===== src/rtl/shift_framer.sv =====
// Serialises a 4-bit word into a start/data/stop frame for a downstream shift register.
// Define SHIFT_FRAMER_PARITY_EN to add an even-parity bit after din[3].
module shift_framer #(
  parameter int unsigned GAP_CYCLES = 1
) (
  input  logic       clk,
  input  logic       rst,
  input  logic [3:0] din,
  input  logic       din_valid,
  output logic       din_ready,
  output logic       shift_en,
  output logic       shift_in,
  output logic       busy,
  output logic       frame_done
);

  typedef enum logic [2:0] {
    IDLE,
    START,
    DATA,
`ifdef SHIFT_FRAMER_PARITY_EN
    PARITY,
`endif
    STOP,
    GAP
  } state_t;

  state_t     state_q, state_d;
  logic [3:0] hold_q, hold_d;
  logic [1:0] idx_q, idx_d;
  logic [3:0] gap_q, gap_d;

  logic din_ready_d, shift_en_d, shift_in_d, busy_d, frame_done_d;

  always_comb begin
    state_d = state_q;
    hold_d  = hold_q;
    idx_d   = idx_q;
    gap_d   = gap_q;
    case (state_q)
      IDLE: begin
        if (din_valid && din_ready) begin
          hold_d  = din;
          state_d = START;
        end
      end
      START: begin
        idx_d   = 2'd0;
        state_d = DATA;
      end
      DATA: begin
        idx_d = idx_q + 2'd1;
        if (idx_q == 2'd3) begin
`ifdef SHIFT_FRAMER_PARITY_EN
          state_d = PARITY;
`else
          state_d = STOP;
`endif
        end
      end
`ifdef SHIFT_FRAMER_PARITY_EN
      PARITY: state_d = STOP;
`endif
      STOP: begin
        if (GAP_CYCLES != 0) begin
          gap_d   = 4'(GAP_CYCLES - 1);
          state_d = GAP;
        end else begin
          state_d = IDLE;
        end
      end
      GAP: begin
        if (gap_q == 4'd0) state_d = IDLE;
        else               gap_d   = gap_q - 4'd1;
      end
      default: state_d = IDLE;
    endcase
  end

  // NOTE: outputs are decoded from the next state and registered, so they are
  // glitch-free Moore outputs that change on the same edge as the state.
  always_comb begin
    din_ready_d  = (state_d == IDLE);
    busy_d       = (state_d != IDLE);
    frame_done_d = (state_d == STOP);
    shift_en_d   = 1'b0;
    shift_in_d   = 1'b1;
    case (state_d)
      START: begin
        shift_en_d = 1'b1;
        shift_in_d = 1'b0;
      end
      DATA: begin
        shift_en_d = 1'b1;
        shift_in_d = hold_d[idx_d];
      end
`ifdef SHIFT_FRAMER_PARITY_EN
      PARITY: begin
        shift_en_d = 1'b1;
        shift_in_d = ^hold_d;
      end
`endif
      STOP:    shift_en_d = 1'b1;
      default: shift_en_d = 1'b0;
    endcase
  end

  always_ff @(posedge clk or posedge rst) begin
    if (rst) begin
      state_q    <= IDLE;
      hold_q     <= 4'd0;
      idx_q      <= 2'd0;
      gap_q      <= 4'd0;
      din_ready  <= 1'b1;
      shift_en   <= 1'b0;
      shift_in   <= 1'b1;
      busy       <= 1'b0;
      frame_done <= 1'b0;
    end else begin
      state_q    <= state_d;
      hold_q     <= hold_d;
      idx_q      <= idx_d;
      gap_q      <= gap_d;
      din_ready  <= din_ready_d;
      shift_en   <= shift_en_d;
      shift_in   <= shift_in_d;
      busy       <= busy_d;
      frame_done <= frame_done_d;
    end
  end

endmodule


===== config.mk =====
export PLATFORM = sky130hd
export DESIGN_NAME = shift_framer
export DESIGN_NICKNAME = d
export VERILOG_FILES = /design/src/rtl/shift_framer.sv
export SDC_FILE = /design/constraint.sdc
export NUM_CORES = 1
export LEC_CHECK = 0
export CAP_MARGIN = 10
export CORE_UTILIZATION = 56
export DETAILED_ROUTE_END_ITERATION = 10
export GPL_TIMING_DRIVEN = 0
export HOLD_SLACK_MARGIN = 0.12
export PLACE_DENSITY = 0.83
export SYNTH_ARGS = -nofsm -noshare
export SYNTH_HDL_FRONTEND = slang
export SYNTH_SLANG_ARGS = --single-unit

===== constraint.sdc =====
create_clock -name clk -period 3.6 [get_ports clk]
set_input_delay 0.72 -clock clk [delete_from_list [all_inputs] [get_ports clk]]
set_output_delay 0.72 -clock clk [all_outputs]
set_load 0.05 [all_outputs]

Word-level counts from Yosys, hierarchy flattened
Cells that the tools add are included.
Widths: inputs -> output; s select.
{"block": "totals", "ff_bits": 18, "in_bits": 7, "out_inout_bits": 5, "word_cells": 42}
{"block": "op_classes", "add_sub_neg": 2, "order_cmp": 1, "n_eq_ne": 9, "mux": 13, "n_reduce_logical": 8}
{"op": "$pmux 3 s5", "count": 1}
{"op": "$eq 3x2->1 const B", "count": 4}
{"op": "$mux 4", "count": 3}
{"op": "$mux 3", "count": 3}
{"op": "$pmux 4 s2", "count": 1}
{"op": "$eq 3x1->1 const B", "count": 2}
{"op": "$logic_not 3->1", "count": 2}
{"op": "$logic_not 4->1", "count": 1}
{"op": "$pmux 2 s2", "count": 1}
{"op": "$sub 4x1->4 const B", "count": 1}
{"op": "$eq 3x3->1 const B", "count": 1}
{"op": "$lt 2x3->1 const B", "count": 1}
{"op": "$reduce_bool 3->1", "count": 1}
{"op": "$reduce_or 3->1", "count": 1}
{"op": "$add 2x1->2 const B", "count": 1}
{"op": "$bmux 1 s2", "count": 1}
{"op": "$eq 2x2->1 const B", "count": 1}
{"op": "$mux 1", "count": 2}
{"op": "$ne 2x2->1 const B", "count": 1}
{"op": "$pmux 1 s2", "count": 1}
{"op": "$reduce_and 2->1", "count": 1}
{"op": "$reduce_bool 2->1", "count": 1}
{"op": "$logic_and 1x1->1", "count": 1}

Depth between registers and ports, before layout
Gate-level depths: netlist of run 1.
{"block": "depth", "depth_word": 6, "mapped_depth": 7, "mapped_depth_nobuf": 7}

Least setup slack after synthesis of run 1
OpenSTA, ideal clock, no wires.
{"block": "synth_timing", "kind": "reg2reg", "from": "register din_ready", "to": "register shift_in", "setup_ns": 0.088, "arrival_time_ns": 1.721, "t_required_ns": 3.512, "path_slack_ns": 1.791, "stages_incl_launch_ff": 6, "n_path_buf": 0, "synth_period_minus_slack_ns": 1.809, "path_cell_list": "dfstp_2 nand3b_4 nor3_4 mux2_1 a311oi_1 a31oi_1"}
{"block": "synth_between", "elab_chain_cells": 6, "elab_cells_between_ends": 10, "classes_between": "eq/ne (2); mux (7); reduce/logical (1)"}
{"element": "start, declared", "line": "10", "text": "output logic din_ready,"}
{"element": "start signal, assigned", "line": "124", "text": "din_ready <= din_ready_d;"}
{"element": "$logic_and 1x1->1", "line": "42", "text": "if (din_valid && din_ready) begin"}
{"element": "$mux 4", "line": "42"}
{"element": "$mux 4", "line": "40", "text": "case (state_q)"}
{"element": "named net hold_d[2]", "line": "29", "text": "logic [3:0] hold_q, hold_d;"}
{"element": "$bmux 1 s2", "line": "95", "text": "shift_in_d = hold_d[idx_d];"}
{"element": "$mux 1 (not written as such)", "line": "95"}
{"element": "$pmux 1 s2", "line": "88", "text": "case (state_d)"}
{"element": "named net shift_in_d", "line": "33", "text": "logic din_ready_d, shift_en_d, shift_in_d, busy_d, frame_done_d;"}
{"element": "end signal, assigned", "line": "126", "text": "shift_in <= shift_in_d;"}
{"element": "end, declared", "line": "12", "text": "output logic shift_in,"}
The timed path passes the listed nets, and every way through them passes these cells. The select of a mux whose other input is x is not followed.
A chain may end at the register's enable or synchronous reset.

Worst setup path after layout of run 1
{"block": "layout_timing", "from": "register din_ready", "to": "output din_ready"}
No word-level cell between the ends.

==> results.toml, run 1 <==
[outcome]
status = "finished, final reports clean"

[power]
ir_drop_v = 0.000396
p_sw_w = 0.000385
leakage_nw = 0.483
seq_power_share_pct = 36.0
pwr-share-clk_pct = 12.9
intPower_w = 0.000554
p_comb_share_pct = 51.1
switching_share_pct = 41.0
power_density_nw_per_um2 = 888

[synth]
syn_area_per_cell_sq_um = 12.0
synth.ff_latch_count = 18
synthFlopType = "dfrtp_1"
synth-edff-count = 0
ys_top_cells_by_area = "dfrtp_1 (45%), dfstp_2 (5.9%), mux2_1 (3.8%)"
synthDistinctLibCells = 34
netlist_instances = 74
yosys.area.top_type = "dfrtp_1"
yosysTopAreaCellShare_pct = 44.9
post-synth-top-count-cell = "dfrtp_1"
synth_seq_area_share_pct = 50.8
synth_nets = 83
yosysWarnings = 0
async_flop_share_pct = 100
netlist_area_sq_um = 891
ys_top_cells_by_count = "dfrtp_1 (16), nor2_1 (8), inv_1 (7)"

[placement]
hpwlAfterDp_mm = 1.11
io_buffers = 11
dp_slack_ns = 1.13
dpl.cell_count = 101
placed_area_sq_um = 1020
gp_congestion = 0.721

[sta]
drv_slew = 0
setup_violations = 0
hold_violations = 0
setup_tns_ns = 0
rsz0062_at_grt = "no"
finalWorstSetupSlack_ns = 1.21
min_period_ns = 2.39
finalCritPeriodShare_pct = 66.4
slew_headroom_pct = 57.0
tightest_slew_ns = 0.644
finalClockSkew_ns = 0.000463
fmax_mhz = 419

[route]
first_iter_violations = 8
routed_via_density = 5.69
avgRoutedWirePerCell_um = 14.3
first_pass_iters = 3
routed-via-count = 597
ant_nets = 0
drc = 0
drt_wl_total_mm = 1.51

[floorplan]
die_area_sq_um = 1750
fp.dieH_um = 41.9
rows = 14
coreArea_sq_um = 1490
initial_core_util_pct = 59.8
io_pins = 12
die_x_um = 41.9

[clock_tree]
cts_root_buffer = "clkbuf_4"
clock_latency_ns = 0.28
clk_pin_slew_ns = 0.10
cts-resized-gates = 0
hold_buffers = 0
cts_htree_levels = 1
cts_sinks = 18
postCtsSetupBuffers = 0
clock_path_buffers = 2
cts_inserted_buffers = 3
cts_tree = "yes"

[global_routing]
use_met3_pct = 2.61
grt_busiest_layer = "met2"
grtUsageMet1_pct = 28.4
grt_pass1_wl_mm = 2.77
grt_usage_pct = 21.0
antenna_found_initial = 0
grt_max_degree = 19
first_global_vias = 617
met2_usage_pct = 33.8
grt_remaining_overflow = 0

[setup_path]
crit_family = "buffers and inverters"
endpoint_kind = "output port"
startpoint_type = "flop"
path_cells = "clkdlybuf4s50_1"
crit_type = "flop to output port"
crit_fanout = 3
slowest_stage = "clkdlybuf4s50_1"
required_ns = 2.88
crit_cells = 1
rr_worst_depth = 5
cp_slowest_stage_delay_ns = 0.81
arrival_ns = 1.67
cp_num_buf_inv = 1

[layout]
fin_cells = 105
fin_util_pct = 71.0
nFillCells = 115
final_area_sq_um = 1060
n_antenna_cell = 0
multi_input_area_sq_um = 388
nets = 99
drive_above_1_share_pct = 21.3
syn_to_final_growth_pct = 18.7
final-seq-area_sq_um = 453

[job]
maxCapViolCount = 0

[min_path]
min_path_cells = 1
hold_class = "flop to flop"
[layout make-up]
| class | count | share of cell area, % |
|---|---|---|
| flip-flops and latches | 18 | 42.8 |
| multi-input cells | 46 | 36.7 |
| repair buffers | 11 | 10.4 |
| clock buffers | 4 | 3.43 |
| inverters | 7 | 2.49 |
| plain buffers | 3 | 2.25 |
| well taps | 16 | 1.89 |
[flip-flops by register name, summed over array words and instances, names as in the netlist]
| name | count |
|---|---|
| gap_q | 4 |
| hold_q | 4 |
| state_q | 3 |
| idx_q | 2 |
| busy | 1 |
| din_ready | 1 |
| frame_done | 1 |
| shift_en | 1 |
| shift_in | 1 |
[cell usage in the layout, fill, tap and decap left out]
cell and count:
o21bai_2 1, a211oi_2 2, clkbuf_4 3, clkbuf_8 1, nor3_1 1, or2_2 1
a32o_1 1, inv_1 7, nor3_4 1, buf_4 1, xnor2_1 3, o311ai_2 1
nor4_2 1, mux2i_1 2, nand2_1 3, nor4bb_1 1, buf_6 1, clkdlybuf4s50_1 11
o21a_1 1, buf_2 1, and2_1 1, o41ai_1 1, a211oi_1 2, and3_1 2
nand3b_4 1, a22oi_1 1, nand3_1 1, mux2_2 1, o21ai_1 1, a31oi_1 1
dfrtp_1 16, nor2_1 8, nor4b_2 1, mux2_1 3, a311oi_1 1, dfstp_2 2
ha_1 2
[metrics by stage]
stage / hold slack, ns / power [W]
floorplan: 0.455 / 0.000707
global placement: 0.470 / 0.000807
detailed placement: 0.485 / 0.000821
CTS: 0.508 / 0.000943
global route: 0.527 / 0.00101
finish: 0.501 / 0.000939
[power by group through the flow]
stage,clock network [W],registers (W),logic (W)
6_report,0.000121,0.000338,0.000480
2_1_floorplan,0,0.000420,0.000287
4_1_cts,0.000122,0.000338,0.000483
5_1_grt,0.000133,0.000349,0.000528
3_3_place_gp,0,0.000336,0.000471
3_5_place_dp,0,0.000341,0.000479
[per-layer routing]
layer / part of all wire, % / up-vias
met2: 53 / 3
met4: 0.66 / 0
li1: - / 294
met3: 1.3 / 2
met1: 45 / 298
met5: 0 / -
[final timing paths]
path / to / start / slack [ns]
max in group asynchronous: frame_done$_DFF_PP0_ / rst / 2.38
min reg2reg: hold_q[3]$_DFF_PP0_ / hold_q[3]$_DFF_PP0_ / 0.50
max: din_ready / din_ready$_DFF_PP1_ / 1.21
min: hold_q[3]$_DFF_PP0_ / hold_q[3]$_DFF_PP0_ / 0.50
max reg2reg: shift_in$_DFF_PP1_ / din_ready$_DFF_PP1_ / 1.85
min in group asynchronous: gap_q[0]$_DFFE_PP0P_ / rst / 0.81
[worst reg2reg max path, cell delays in order (launching register included)]
cell and delay, ns:
dfstp_2 0.58, nand3b_4 0.09, nor3_4 0.23, mux2_1 0.39
a311oi_1 0.26, a31oi_1 0.12
[logic make-up after synthesis]
group	after synthesis	synth area share (%)
flops	18	50.8
fa+ha+maj	2	2.81
simple gates	22	16.9
buf+inv	10	5.62
xor+xnor	3	2.95
mux	6	7.30
compound gates	13	13.6
Power figures use the tool's default switching activity.
==> run 2, diff against run 1 <==
Settings changed: CORE_UTILIZATION 56 to 52, PLACE_DENSITY 0.83 to 0.78.
Clock period 3.6 ns to 2.4 ns, I/O delays scaled along.
==> run 2 against run 1 <==
Effect of this change: critical path type unchanged; first-iteration DRC count is 100% higher; global-route usage shrank 2.1 points; critical endpoint unchanged; clock skew is 0.0030 ns higher; largest power group unchanged.
==> results.toml, run 2 (synthesis results as in run 1) <==
[placement]
hpwlAfterDp_mm = 1.08
placed_area_sq_um = 1020
dpl.cell_count = 101
io_buffers = 11
gp_congestion = 0.743

[route]
first_pass_iters = 4
drt_wl_total_mm = 1.47
drc = 0
routed-via-count = 596
routed-wl-met3_um = 26
met1_length_um = 695
ant_nets = 0
topRoutingLayerUsed = "met4"
routed_via_density = 5.73
avgRoutedWirePerCell_um = 14.2
first_iter_violations = 16
wl_met2_um = 726

[setup_path]
slowest_stage = "clkdlybuf4s50_1"
crit_family = "buffers and inverters"
cp_num_buf_inv = 1
path_cells = "clkdlybuf4s50_1"
worst_r2r_startpoint = "din_ready$_DFF_PP1_"
cp_slowest_stage_delay_ns = 0.80
startpoint_type = "flop"
endpoint_kind = "output port"
startpoint = "din_ready$_DFF_PP1_"
crit_type = "flop to output port"
required_ns = 1.92
crit_fanout = 3
arrival_ns = 1.66

[clock_tree]
cts_root_buffer = "clkbuf_4"
clock_latency_ns = 0.28
cts_sinks = 18
cts_inserted_buffers = 3
cts_tree = "yes"
hold_buffers = 0
cts-resized-gates = 0
cts_htree_levels = 1
clock_path_buffers = 2
clk_pin_slew_ns = 0.09
postCtsSetupBuffers = 0

[floorplan]
fp.dieH_um = 43.4
die_area_sq_um = 1880
coreArea_sq_um = 1560
initial_core_util_pct = 57.1
rows = 14
io_pins = 12
die_x_um = 43.4

[min_path]
hold_class = "flop to flop"
hp-start = "hold_q[3]$_DFF_PP0_"

[power]
intPower_w = 0.000797
p_sw_w = 0.000578
pwr-share-clk_pct = 10.3
ir_drop_v = 0.000591
seq_power_share_pct = 36.6
leakage_nw = 0.476
switching_share_pct = 42.0
power_density_nw_per_um2 = 1320
p_comb_share_pct = 53.1

[sta]
slew_headroom_pct = 55.8
fmax_mhz = 468
drv_slew = 0
min_period_ns = 2.14
tightest_slew_ns = 0.662
setup_violations = 0
rsz0062_at_grt = "no"
finalClockSkew_ns = 0.00347
setup_tns_ns = 0
finalCritPeriodShare_pct = 89.1
fin_hold_ws_ns = 0.490
hold_violations = 0

[layout]
final_common_cell = "dfrtp_1"
fin_cells = 104
n_antenna_cell = 0
nets = 99
final_cell_mix = "dfrtp_1 (16), clkdlybuf4s50_1 (11), nor2_1 (8)"
final-seq-area_sq_um = 453
drive_above_1_share_pct = 20.5
final_area_sq_um = 1040
syn_to_final_growth_pct = 17.1
nFillCells = 126
top_regs = "gap_q: 4 flops, hold_q: 4 flops, state_q: 3 flops"
multi_input_area_sq_um = 388

[job]
maxCapViolCount = 0

[global_routing]
grt_usage_pct = 18.9
grt_pass1_wl_mm = 2.55
grt_remaining_overflow = 0
first_global_vias = 571
grt_max_degree = 19
antenna_found_initial = 0

[outcome]
status = "finished, final reports clean"
[run 2: layer usage]
layer / vias up / global-route usage (%)
li1: 293 / -
met1: 293 / 26.1
met2: 6 / 27.9
met3: 4 / 3.75
met4: 0 / 11.3
met5: - / 0
[run 2: through the flow]
step / util [%] / worst slack, ns / power [W]
floorplan: - / 0.591 / 0.00106
global placement: 65.5 / 0.178 / 0.00122
detailed placement: 65.5 / 0.164 / 0.00124
CTS: 66.9 / 0.251 / 0.00138
global route: 66.9 / 0.212 / 0.00146
finish: 66.9 / 0.262 / 0.00138
[run 2: final timing paths]
kind / endpoint / slack, ns / cells past startpoint
setup / recovery: din_ready / 0.26 / 1
hold / removal: hold_q[3]$_DFF_PP0_ / 0.49 / 1
setup reg to reg: shift_in$_DFF_PP1_ / 0.66 / 5
hold reg to reg: hold_q[3]$_DFF_PP0_ / 0.49 / 1
max in group asynchronous: shift_en$_DFF_PP0_ / 1.40 / 2
min in group asynchronous: hold_q[1]$_DFF_PP0_ / 0.58 / 2
[run 2: cell type report]
type | count | area share (%)
clock buffer | 3 | 2.16
buffer | 3 | 2.28
sequential | 18 | 43.4
multi-input combinational | 46 | 37.2
tap | 16 | 1.92
timing repair buffer | 11 | 10.6
inverter | 7 | 2.52
[run 2: power groups by stage]
stage	clock [W]	sequential, W	combinational, W
global placement	0	0.000505	0.000712
floorplan	0	0.000629	0.000430
global route	0.000163	0.000518	0.000782
CTS	0.000147	0.000505	0.000732
finish	0.000142	0.000504	0.000730
detailed placement	0	0.000511	0.000730
